### config.mk
export PLATFORM = sky130hd
export DESIGN_NAME = sya_deskew_flat
export DESIGN_NICKNAME = d
export VERILOG_FILES = /design/src/rtl/sya_deskew_pkg.sv /design/src/rtl/sya_deskew_if.sv /design/src/rtl/sya_deskew_lane.sv /design/src/rtl/sya_deskew.sv /design/src/flat_wrapper.sv
export SDC_FILE = /design/constraint.sdc
export NUM_CORES = 2
export LEC_CHECK = 0
export BUFFER_PORTS_ARGS = -buffer_cell sky130_fd_sc_hd__buf_2
export CORE_UTILIZATION = 30
export CTS_CLUSTER_SIZE = 30
export DETAILED_ROUTE_END_ITERATION = 6
export GPL_ROUTABILITY_DRIVEN = 0
export HOLD_SLACK_MARGIN = 0.02
export PLACE_DENSITY = 0.48
export SLEW_MARGIN = 20
export SYNTH_ARGS = -nofsm -noshare
export SYNTH_HDL_FRONTEND = slang
export SYNTH_SLANG_ARGS = --single-unit
### constraint.sdc
create_clock -name clk -period 13.99 [get_ports clk]
set_clock_uncertainty 0.1 [all_clocks]
set_input_delay 1.399 -clock clk [delete_from_list [all_inputs] [get_ports clk]]
set_output_delay 1.399 -clock clk [all_outputs]
set_load 0.02 [all_outputs]
### src/rtl/sya_deskew_pkg.sv
// rtl/sya_deskew_pkg.sv - shared defaults and element types for the systolic-array output deskew buffer
package sya_deskew_pkg;

  localparam int DEF_DATA_WIDTH = 8;
  localparam int DEF_SIDE_LEN   = 16;
  localparam int DEF_DEPTH      = 32;

  typedef logic [DEF_DATA_WIDTH-1:0] lane_t;
  typedef lane_t [DEF_SIDE_LEN-1:0]  row_t;

endpackage

### src/rtl/sya_deskew_if.sv
// rtl/sya_deskew_if.sv - lane-side write bus and aligned-row read bus of the deskew buffer
interface sya_deskew_if #(
  parameter int DATA_WIDTH = 8,
  parameter int SIDE_LEN   = 16
);

  logic                           clr;
  logic [SIDE_LEN*DATA_WIDTH-1:0] din;
  logic [SIDE_LEN-1:0]            din_vld;
  logic [SIDE_LEN-1:0]            din_rdy;
  logic [SIDE_LEN*DATA_WIDTH-1:0] dout;
  logic                           dout_vld;
  logic                           dout_rdy;
  logic                           ovf_err;

  modport master (
    output clr, din, din_vld, dout_rdy,
    input  din_rdy, dout, dout_vld, ovf_err
  );

  modport slave (
    input  clr, din, din_vld, dout_rdy,
    output din_rdy, dout, dout_vld, ovf_err
  );

endinterface

### src/rtl/sya_deskew_lane.sv
// rtl/sya_deskew_lane.sv - one lane buffer: storage, write pointer and occupancy count
module sya_deskew_lane
  import sya_deskew_pkg::*;
#(
  parameter int DATA_WIDTH = DEF_DATA_WIDTH,
  parameter int DEPTH      = DEF_DEPTH,
  parameter int ADDR_WIDTH = $clog2(DEPTH)
) (
  input  logic                  clk,
  input  logic                  rst,
  input  logic                  clr,
  input  logic                  wr,
  input  logic [DATA_WIDTH-1:0] wdata,
  input  logic                  pop,
  input  logic [ADDR_WIDTH-1:0] rd_ptr,
  output logic [DATA_WIDTH-1:0] rdata,
  output logic                  nonempty,
  output logic                  rdy
);

  localparam logic [ADDR_WIDTH:0] CNT_FULL = (ADDR_WIDTH+1)'(DEPTH);

  logic [DATA_WIDTH-1:0] mem [DEPTH];
  logic [ADDR_WIDTH-1:0] wp;
  logic [ADDR_WIDTH:0]   cnt;

  assign rdy      = (cnt < CNT_FULL);
  assign nonempty = (cnt != '0);
  assign rdata    = mem[rd_ptr];

  always_ff @(posedge clk or posedge rst) begin
    if (rst) begin
      wp  <= '0;
      cnt <= '0;
    end else if (clr) begin
      wp  <= '0;
      cnt <= '0;
    end else begin
      if (wr) wp <= wp + ADDR_WIDTH'(1);
      case ({wr, pop})
        2'b10:   cnt <= cnt + (ADDR_WIDTH+1)'(1);
        2'b01:   cnt <= cnt - (ADDR_WIDTH+1)'(1);
        default: cnt <= cnt;
      endcase
    end
  end

  // Storage is not reset; occupancy alone decides what is valid.
  always_ff @(posedge clk) begin
    if (wr && !clr) mem[wp] <= wdata;
  end

endmodule

### src/rtl/sya_deskew.sv
// rtl/sya_deskew.sv - realigns skewed systolic-array result lanes into whole row vectors
module sya_deskew
  import sya_deskew_pkg::*;
#(
  parameter int DATA_WIDTH = DEF_DATA_WIDTH,
  parameter int SIDE_LEN   = DEF_SIDE_LEN,
  parameter int DEPTH      = DEF_DEPTH,
  parameter int ADDR_WIDTH = $clog2(DEPTH)
) (
  input  logic        clk,
  input  logic        rst,
  sya_deskew_if.slave bus
);

  logic [ADDR_WIDTH-1:0]          rd_ptr;
  logic [SIDE_LEN-1:0]            nonempty;
  logic [SIDE_LEN-1:0]            rdy;
  logic [SIDE_LEN-1:0]            wr;
  logic [SIDE_LEN*DATA_WIDTH-1:0] rrow;
  logic [SIDE_LEN*DATA_WIDTH-1:0] dout_q;
  logic                           dout_vld_q;
  logic                           ovf_q;
  logic                           row_avail;
  logic                           pop;

  assign row_avail = &nonempty;
  assign pop       = row_avail & (!dout_vld_q | bus.dout_rdy);
  assign wr        = bus.din_vld & rdy;

  for (genvar j = 0; j < SIDE_LEN; j++) begin : g_lane
    sya_deskew_lane #(
      .DATA_WIDTH (DATA_WIDTH),
      .DEPTH      (DEPTH),
      .ADDR_WIDTH (ADDR_WIDTH)
    ) u_lane (
      .clk      (clk),
      .rst      (rst),
      .clr      (bus.clr),
      .wr       (wr[j]),
      .wdata    (bus.din[j*DATA_WIDTH +: DATA_WIDTH]),
      .pop      (pop),
      .rd_ptr   (rd_ptr),
      .rdata    (rrow[j*DATA_WIDTH +: DATA_WIDTH]),
      .nonempty (nonempty[j]),
      .rdy      (rdy[j])
    );
  end

  always_ff @(posedge clk or posedge rst) begin
    if (rst) begin
      rd_ptr     <= '0;
      dout_q     <= '0;
      dout_vld_q <= 1'b0;
      ovf_q      <= 1'b0;
    end else if (bus.clr) begin
      rd_ptr     <= '0;
      dout_q     <= '0;
      dout_vld_q <= 1'b0;
      ovf_q      <= 1'b0;
    end else begin
      if (pop) begin
        dout_q     <= rrow;
        dout_vld_q <= 1'b1;
        rd_ptr     <= rd_ptr + ADDR_WIDTH'(1);
      end else if (dout_vld_q && bus.dout_rdy) begin
        dout_vld_q <= 1'b0;
      end
      // A refused write on any lane is remembered until reset or clear.
      ovf_q <= ovf_q | (|(bus.din_vld & ~rdy));
    end
  end

  assign bus.din_rdy  = rdy;
  assign bus.dout     = dout_q;
  assign bus.dout_vld = dout_vld_q;
  assign bus.ovf_err  = ovf_q;

endmodule
### src/flat_wrapper.sv
// flat-port wrapper written by rule: the top's interface ports become plain ports
module sya_deskew_flat import sya_deskew_pkg::*;
#(
  parameter int DATA_WIDTH = DEF_DATA_WIDTH,
  parameter int SIDE_LEN   = DEF_SIDE_LEN,
  parameter int DEPTH      = DEF_DEPTH,
  parameter int ADDR_WIDTH = $clog2(DEPTH)
)
  (clk, rst, bus_clr, bus_din, bus_din_vld, bus_dout_rdy, bus_din_rdy, bus_dout, bus_dout_vld, bus_ovf_err);
  sya_deskew_if #(.DATA_WIDTH(DATA_WIDTH), .SIDE_LEN(SIDE_LEN)) bus_i ();
  input  logic clk;
  input  logic rst;
  input wire logic [$bits(bus_i.clr)-1:0] bus_clr;
  input wire logic [$bits(bus_i.din)-1:0] bus_din;
  input wire logic [$bits(bus_i.din_vld)-1:0] bus_din_vld;
  input wire logic [$bits(bus_i.dout_rdy)-1:0] bus_dout_rdy;
  output wire logic [$bits(bus_i.din_rdy)-1:0] bus_din_rdy;
  output wire logic [$bits(bus_i.dout)-1:0] bus_dout;
  output wire logic [$bits(bus_i.dout_vld)-1:0] bus_dout_vld;
  output wire logic [$bits(bus_i.ovf_err)-1:0] bus_ovf_err;
  assign bus_i.clr = bus_clr;
  assign bus_i.din = bus_din;
  assign bus_i.din_vld = bus_din_vld;
  assign bus_i.dout_rdy = bus_dout_rdy;
  assign bus_din_rdy = bus_i.din_rdy;
  assign bus_dout = bus_i.dout;
  assign bus_dout_vld = bus_i.dout_vld;
  assign bus_ovf_err = bus_i.ovf_err;
  sya_deskew #(.DATA_WIDTH(DATA_WIDTH), .SIDE_LEN(SIDE_LEN), .DEPTH(DEPTH), .ADDR_WIDTH(ADDR_WIDTH)) u_core (.clk(clk), .rst(rst), .bus(bus_i));
endmodule
# After elaboration in Yosys (flattened, before gate mapping)
# Memory sizes are Yosys's and may differ from the RTL's.
# Cells that the tools add are included.
[classes]
n_bitwise = 6
n_addsub = 49
magnitude_cmp = 16
n_mux = 104
n_eq_ne = 32
reduce_logical = 71
[op_table]
columns = ["operator", "count"]
rows = [
  ["$mux W128", 2],
  ["$pmux W6 S2", 16],
  ["$mux W5", 34],
  ["$add A6 B1 Y6 const B", 16],
  ["$lt A6 B6 Y1 const B", 16],
  ["$mux W6", 16],
  ["$reduce_bool A6 Y1", 16],
  ["$sub A6 B1 Y6 const B", 16],
  ["$add A5 B1 Y5 const B", 17],
  ["$reduce_bool A3 Y1", 17],
  ["$mux W1", 36],
  ["$reduce_bool A2 Y1", 17],
  ["$and A16 B16 Y16", 2],
  ["$eq A2 B1 Y1 const B", 16],
  ["$eq A2 B2 Y1 const B", 16],
  ["$logic_and A1 B1 Y1", 17],
  ["$not A16 Y16", 1],
  ["$reduce_and A16 Y1", 1],
  ["$reduce_or A16 Y1", 1],
  ["$logic_not A1 Y1", 2],
  ["$or A1 B1 Y1", 2],
  ["$and A1 B1 Y1", 1],
]
[word_totals]
ff_bits = 311
elab_cells = 330
memories = 16
in_bits = 148
out_inout_bits = 146
mem_bits_rw = 4096
[memory_table]
columns = ["name", "words", "width", "rd", "rd_ports_with_merged_regs", "wr", "line", "rtl"]
rows = [
  ["u_core.g_lane[0].u_lane.mem", 32, 8, 1, 0, 1, "sya_deskew_lane.sv:23", "logic [DATA_WIDTH-1:0] mem [DEPTH];"],
  ["u_core.g_lane[10].u_lane.mem", 32, 8, 1, 0, 1, "sya_deskew_lane.sv:23", ""],
  ["u_core.g_lane[11].u_lane.mem", 32, 8, 1, 0, 1, "sya_deskew_lane.sv:23", ""],
  ["u_core.g_lane[12].u_lane.mem", 32, 8, 1, 0, 1, "sya_deskew_lane.sv:23", ""],
  ["u_core.g_lane[13].u_lane.mem", 32, 8, 1, 0, 1, "sya_deskew_lane.sv:23", ""],
  ["u_core.g_lane[14].u_lane.mem", 32, 8, 1, 0, 1, "sya_deskew_lane.sv:23", ""],
  ["10 more memories", "n/a", "n/a", "n/a", "n/a", "n/a", "n/a", ""],
]

# Depth between registers and ports, before layout
[depth]
word_depth = 6
mapped_depth = 15
depth_no_buf = 14

# Modules after synthesis
# A second synthesis with hierarchy kept.
[unflattened]
cells_unflattened = 9988
area_unflattened_um2 = 178329.8
[by_module_without_submodules]
columns = ["module", "area_each_um2", "instances", "seq_area_each_um2", "cells_each"]
rows = [
  ["sya_deskew_lane at u_core.g_lane[1].u_lane ...", 10824.1, 9, 7962.6, 601],
  ["sya_deskew_lane at u_core.g_lane[12].u_lane ...", 10820.4, 4, 7962.6, 601],
  ["sya_deskew_lane at u_core.g_lane[10].u_lane ...", 10840.4, 2, 7962.6, 602],
  ["sya_deskew_lane at u_core.g_lane[0].u_lane", 10836.6, 1, 7962.6, 602],
  ["sya_deskew", 5113.7, 1, 3378.2, 369],
]

# Least setup slack after synthesis
# No wires, ideal clock.
[synth_path]
path_type = "input port to flip-flop"
startpoint = "input bus_dout_rdy"
endpoint = "register u_core.g_lane[5].u_lane.cnt[5]"
t_arrival_ps = 3846
cell_stages = 13
slack_ps = 9962
path_cell_list = "nand2b_1 > clkbuf_1 > clkbuf_1 > nand3_1 > inv_1 > ha_1 > a21o_1 > a21oi_1 > nor2b_1 > o21ai_0 > nand2b_1 > or4_1 > a31oi_1"
[synth_via]
elab_chain_len = 5
word_cells_on_any_way = 7
classes_between = "eq/ne: 2; mux: 2; bitwise: 2; reduce/logical: 1"
[synth_rtl]
columns = ["item", "line", "rtl"]
rows = [
  ["start, declared", "flat_wrapper.sv:16", "input wire logic [$bits(bus_i.dout_rdy)-1:0] bus_dout_rdy;"],
  ["$or A1 B1 Y1 (*)", "sya_deskew.sv:27", "assign pop = row_avail & (!dout_vld_q | bus.dout_rdy);"],
  ["$and A1 B1 Y1 (*)", "sya_deskew.sv:27", ""],
  ["$eq A2 B1 Y1 / $eq A2 B2 Y1 (equally long branches)", "sya_deskew_lane.sv:40", "case ({wr, pop})"],
  ["$pmux W6 S2", "sya_deskew_lane.sv:40", ""],
  ["$mux W6", "sya_deskew_lane.sv:35", "end else if (clr) begin"],
  ["end signal, assigned", "sya_deskew_lane.sv:41", "2'b10: cnt <= cnt + (ADDR_WIDTH+1)'(1);"],
  ["end signal, assigned", "sya_deskew_lane.sv:42", "2'b01: cnt <= cnt - (ADDR_WIDTH+1)'(1);"],
  ["end signal, assigned", "sya_deskew_lane.sv:43", "default: cnt <= cnt;"],
  ["end, declared", "sya_deskew_lane.sv:25", "logic [ADDR_WIDTH:0] cnt;"],
]
# Mark *: on every way between the ends. The rest lies on a longest branch, timed or not.
# A chain may end at the register's enable or synchronous reset.

# Worst setup path after layout
[layout_path]
startpoint = "register u_core.g_lane[1].u_lane.cnt[5]"
endpoint = "register u_core.dout_q[109] (netlist: u_core.bus.dout[109])"
[layout_via]
elab_chain_len = 4
[layout_rtl]
columns = ["item", "line", "rtl"]
rows = [
  ["start, declared", "sya_deskew_lane.sv:25", ""],
  ["start signal, assigned", "sya_deskew_lane.sv:41", ""],
  ["start signal, assigned", "sya_deskew_lane.sv:42", ""],
  ["start signal, assigned", "sya_deskew_lane.sv:43", ""],
  ["$reduce_bool A6 Y1", "sya_deskew_lane.sv:28", "assign nonempty = (cnt != '0);"],
  ["$reduce_and A16 Y1", "sya_deskew.sv:26", "assign row_avail = &nonempty;"],
  ["$and A1 B1 Y1", "sya_deskew.sv:27", ""],
  ["$reduce_bool A2 Y1 (no source line)", "n/a", ""],
  ["end signal, assigned", "sya_deskew.sv:62", "dout_q <= rrow;"],
  ["end, declared", "sya_deskew.sv:20", "logic [SIDE_LEN*DATA_WIDTH-1:0] dout_q;"],
]
# No other way between the ends.

==> summary.md <==
| Metric | Value |
|---|---|
| Status | `finished clean` |
| Worst Hold Class | `in -> async` |
| Pleak | `61.6 nW` |
| Drt via density | `5.07` |
| Post-route DRC violation count | `0` |
| Clock Sink Count | `4,407` |
| Pin count of the biggest net entering global routing | `139` |
| Clk buf depth | `4` |
| Reg clk slew, reported paths | `0.06 ns` |
| Vias in the first global route | `93,700` |
| MaxCap Viol Count | `0` |
| Actual slew at the worst max-slew pin | `1.17 ns` |
| Die W | `765 um` |
| VDD IR max | `104 uV` |
| Endpoints failing hold | `0` |
| Power per cell area | `136 mW/mm^2` |
| Starting Density | `30.2%` |
| Worst slack at placement | `8.85 ns` |
| TritonCTS clock tree | `yes` |
| Synth cell types | `58` |
| Post-Syn Area | `0.175 mm^2` |
| Commonest non-fill, non-tap cell in the layout | `edfxtp_1` |
| Register area share after synthesis | `74.8%` |
| Fin. max-slew vios | `0` |
| Post-synth EDFFs | `4,096` |
| DIE HEIGHT | `765 um` |
| Global route overflow | `0` |
| Achievable clock frequency | `0.202 GHz` |
| Setup WS post-layout | `9.03 ns` |
| Layout Nets | `10,200` |
| Port Buffers | `293` |
| Root Buffer | `clkbuf_16` |
| First-pass DRT Iterations | `5` |
| FILL cells | `54,600` |
| Synth Instances | `9,599` |
| Worst endpoint data arrival time | `5.75 ns` |
| Share of cells above drive strength 1 | `17.3%` |
| Die Footprint | `0.586 mm^2` |
| Core ar. | `0.579 mm^2` |
| Total Wirelength | `496,000 um` |
| Most frequent cells in the layout | `4,096 x edfxtp_1, 857 x mux2i_1, 775 x nor2_1` |
| Resize count post-CTS | `0` |
| Min Tclk post-route | `4.96 ns` |
| H-tree level count | `5` |
| Final Setup Violations | `0` |
| # IOs | `294` |
| CP Class | `reg -> reg` |
| Top_reg_cell synth | `edfxtp_1` |
| Post-CTS Setup Inserts | `0` |
| Post-DRT Antenna Nets | `0` |
| Crit. End Element | `flip-flop` |
| Tot GR Track Use | `16.5%` |
| Layout Cells excl Fill | `18,100` |
| Yosys warns | `0` |
| Critical Path RT | `14.79 ns` |
| Design area | `0.200 mm^2` |
| Setup TNS | `0 ns` |
| Period utilisation layout | `35.4%` |
| RSZ-0062 raised after global routing | `no` |
| 1st-iter DRT viols | `8,632` |
| Placed cell areas | `0.185 mm^2` |
| DR vias | `91,600` |
| Area Overhead vs Synth | `14.4%` |
| Worst skew pair latency | `1.05 ns` |
| Asr flop ratio synth | `7.06%` |
| Relative max-transition margin | `21.8%` |
| Worst setup SP type | `flip-flop` |
| R2R cell count | `9` |
| CTS buffer count | `465` |
| Antenna violations before repair | `99` |
| Synth Area per Inst | `18.2 um^2` |
| First-pass GRT wire length | `701,000 um` |
| Placed cell count | `17,200` |
| Syn nets | `9,892` |
| Max FO, Critical Path | `64` |
| Hold Buf Count CTS | `0` |
| Synthesis-stage register bit count | `4,407` |
| FP Rows | `279` |
| DP HPWL | `309,000 um` |
| WL/cell | `27.5 um` |
## worst paths after layout
| check | to | slack, ns | startpoint |
|---|---|---|---|
| max in group asynchronous | u_core.bus.dout[39] | 11.26 | rst |
| hold reg to reg | u_core.bus.dout[68] | 0.44 | u_core.bus.dout[68] |
| hold / removal | u_core.bus.dout_vld | 0.35 | rst |
| min in group clk | u_core.bus.dout[68] | 0.44 | u_core.bus.dout[68] |
| setup / recovery | u_core.bus.dout[109] | 9.03 | u_core.g_lane[1].u_lane.cnt[5] |
| setup reg to reg | u_core.bus.dout[109] | 9.03 | u_core.g_lane[1].u_lane.cnt[5] |
## cells by family (layout without fill, tap and decap cells)
kind of cell    Yosys count  in the layout  share of synthesized area (%)
other cells               0             28                              0
xor+xnor                116            116                          0.581
flops                  4407           4407                           74.8
simple gates           1553           1553                           4.06
fa+ha+maj               145            145                           1.11
compound gates         1253           1253                           5.10
buf+inv                 638           1338                           1.48
mux                    1487           1487                           12.8
## synth_stat cells (99+ instances only)
| cell | n | area, um^2 |
|---|---|---|
| nor2_1 | 798 | 3000 |
| ha_1 | 129 | 1610 |
| mux4_2 | 600 | 13500 |
| edfxtp_1 | 4096 | 123000 |
| mux2i_1 | 857 | 8580 |
| nand2_1 | 204 | 766 |
| clkbuf_1 | 353 | 1330 |
| nand3_1 | 159 | 796 |
| a21oi_1 | 223 | 1120 |
| nor3_1 | 104 | 521 |
| buf_1 | 130 | 488 |
| dfrtp_1 | 311 | 7780 |
| a22o_1 | 99 | 867 |
| a22oi_1 | 404 | 3030 |
| a221oi_1 | 99 | 867 |
## worst max-delay path, cell delays in order, from the launching register on
cell and delay, ns:
dfrtp_1 0.43, or4_1 0.17, nor3_1 0.06, or4_1 0.62, or4_1 0.62, nor2_8 0.67, buf_4 0.75, buf_4 0.76
nor2_1 0.11, a311oi_1 0.30
## sequential cells by signal (all words and copies together) (netlist names)
| signal | flops |
|---|---|
| u_core.bus.dout | 128 |
| u_core.bus.dout_vld | 1 |
| u_core.bus.ovf_err | 1 |
| u_core.g_lane.u_lane.cnt | 96 |
| u_core.g_lane.u_lane.mem | 4096 |
| u_core.g_lane.u_lane.wp | 80 |
| u_core.rd_ptr | 5 |
## per-layer routing
metal | vias up | part of all wire [%] | track usage, %
met2 | 2949 | 48 | 27.4
met3 | 723 | 6.6 | 3.33
met5 | - | 0.047 | 0
met4 | 38 | 2.2 | 3.73
met1 | 48500 | 43 | 22.3
li1 | 39400 | - | -
## power breakdown
part           switching [W]  total (W)  internal (W)  leakage, nW
clock network        0.00522     0.0122       0.00693         7.35
logic               0.000422   0.000524      0.000102         13.1
registers          0.0000372     0.0145        0.0145         41.1
total                0.00568     0.0272        0.0215         61.6
## stage by stage
stage          power [W]  util, %  hold slack (ns)
2_1_floorplan     0.0150        -            0.424
3_3_place_gp      0.0153     31.9            0.423
3_5_place_dp      0.0153     31.9            0.423
4_1_cts           0.0274     34.5            0.370
5_1_grt           0.0280     34.5            0.386
6_report          0.0272     34.5            0.355
## final cells by class
cell class | count | area [um^2] | share of cell area (%)
antenna | 28 | 70.1 | 0.0351
clock buffer | 614 | 12600 | 6.32
clock inverter | 255 | 2370 | 1.18
inverter | 67 | 259 | 0.130
multi-input combinational | 4554 | 41600 | 20.8
sequential | 4407 | 131000 | 65.4
tap | 7727 | 9670 | 4.84
timing repair buffer | 402 | 2510 | 1.26
Note: power is estimated with default switching activity, not from simulation.
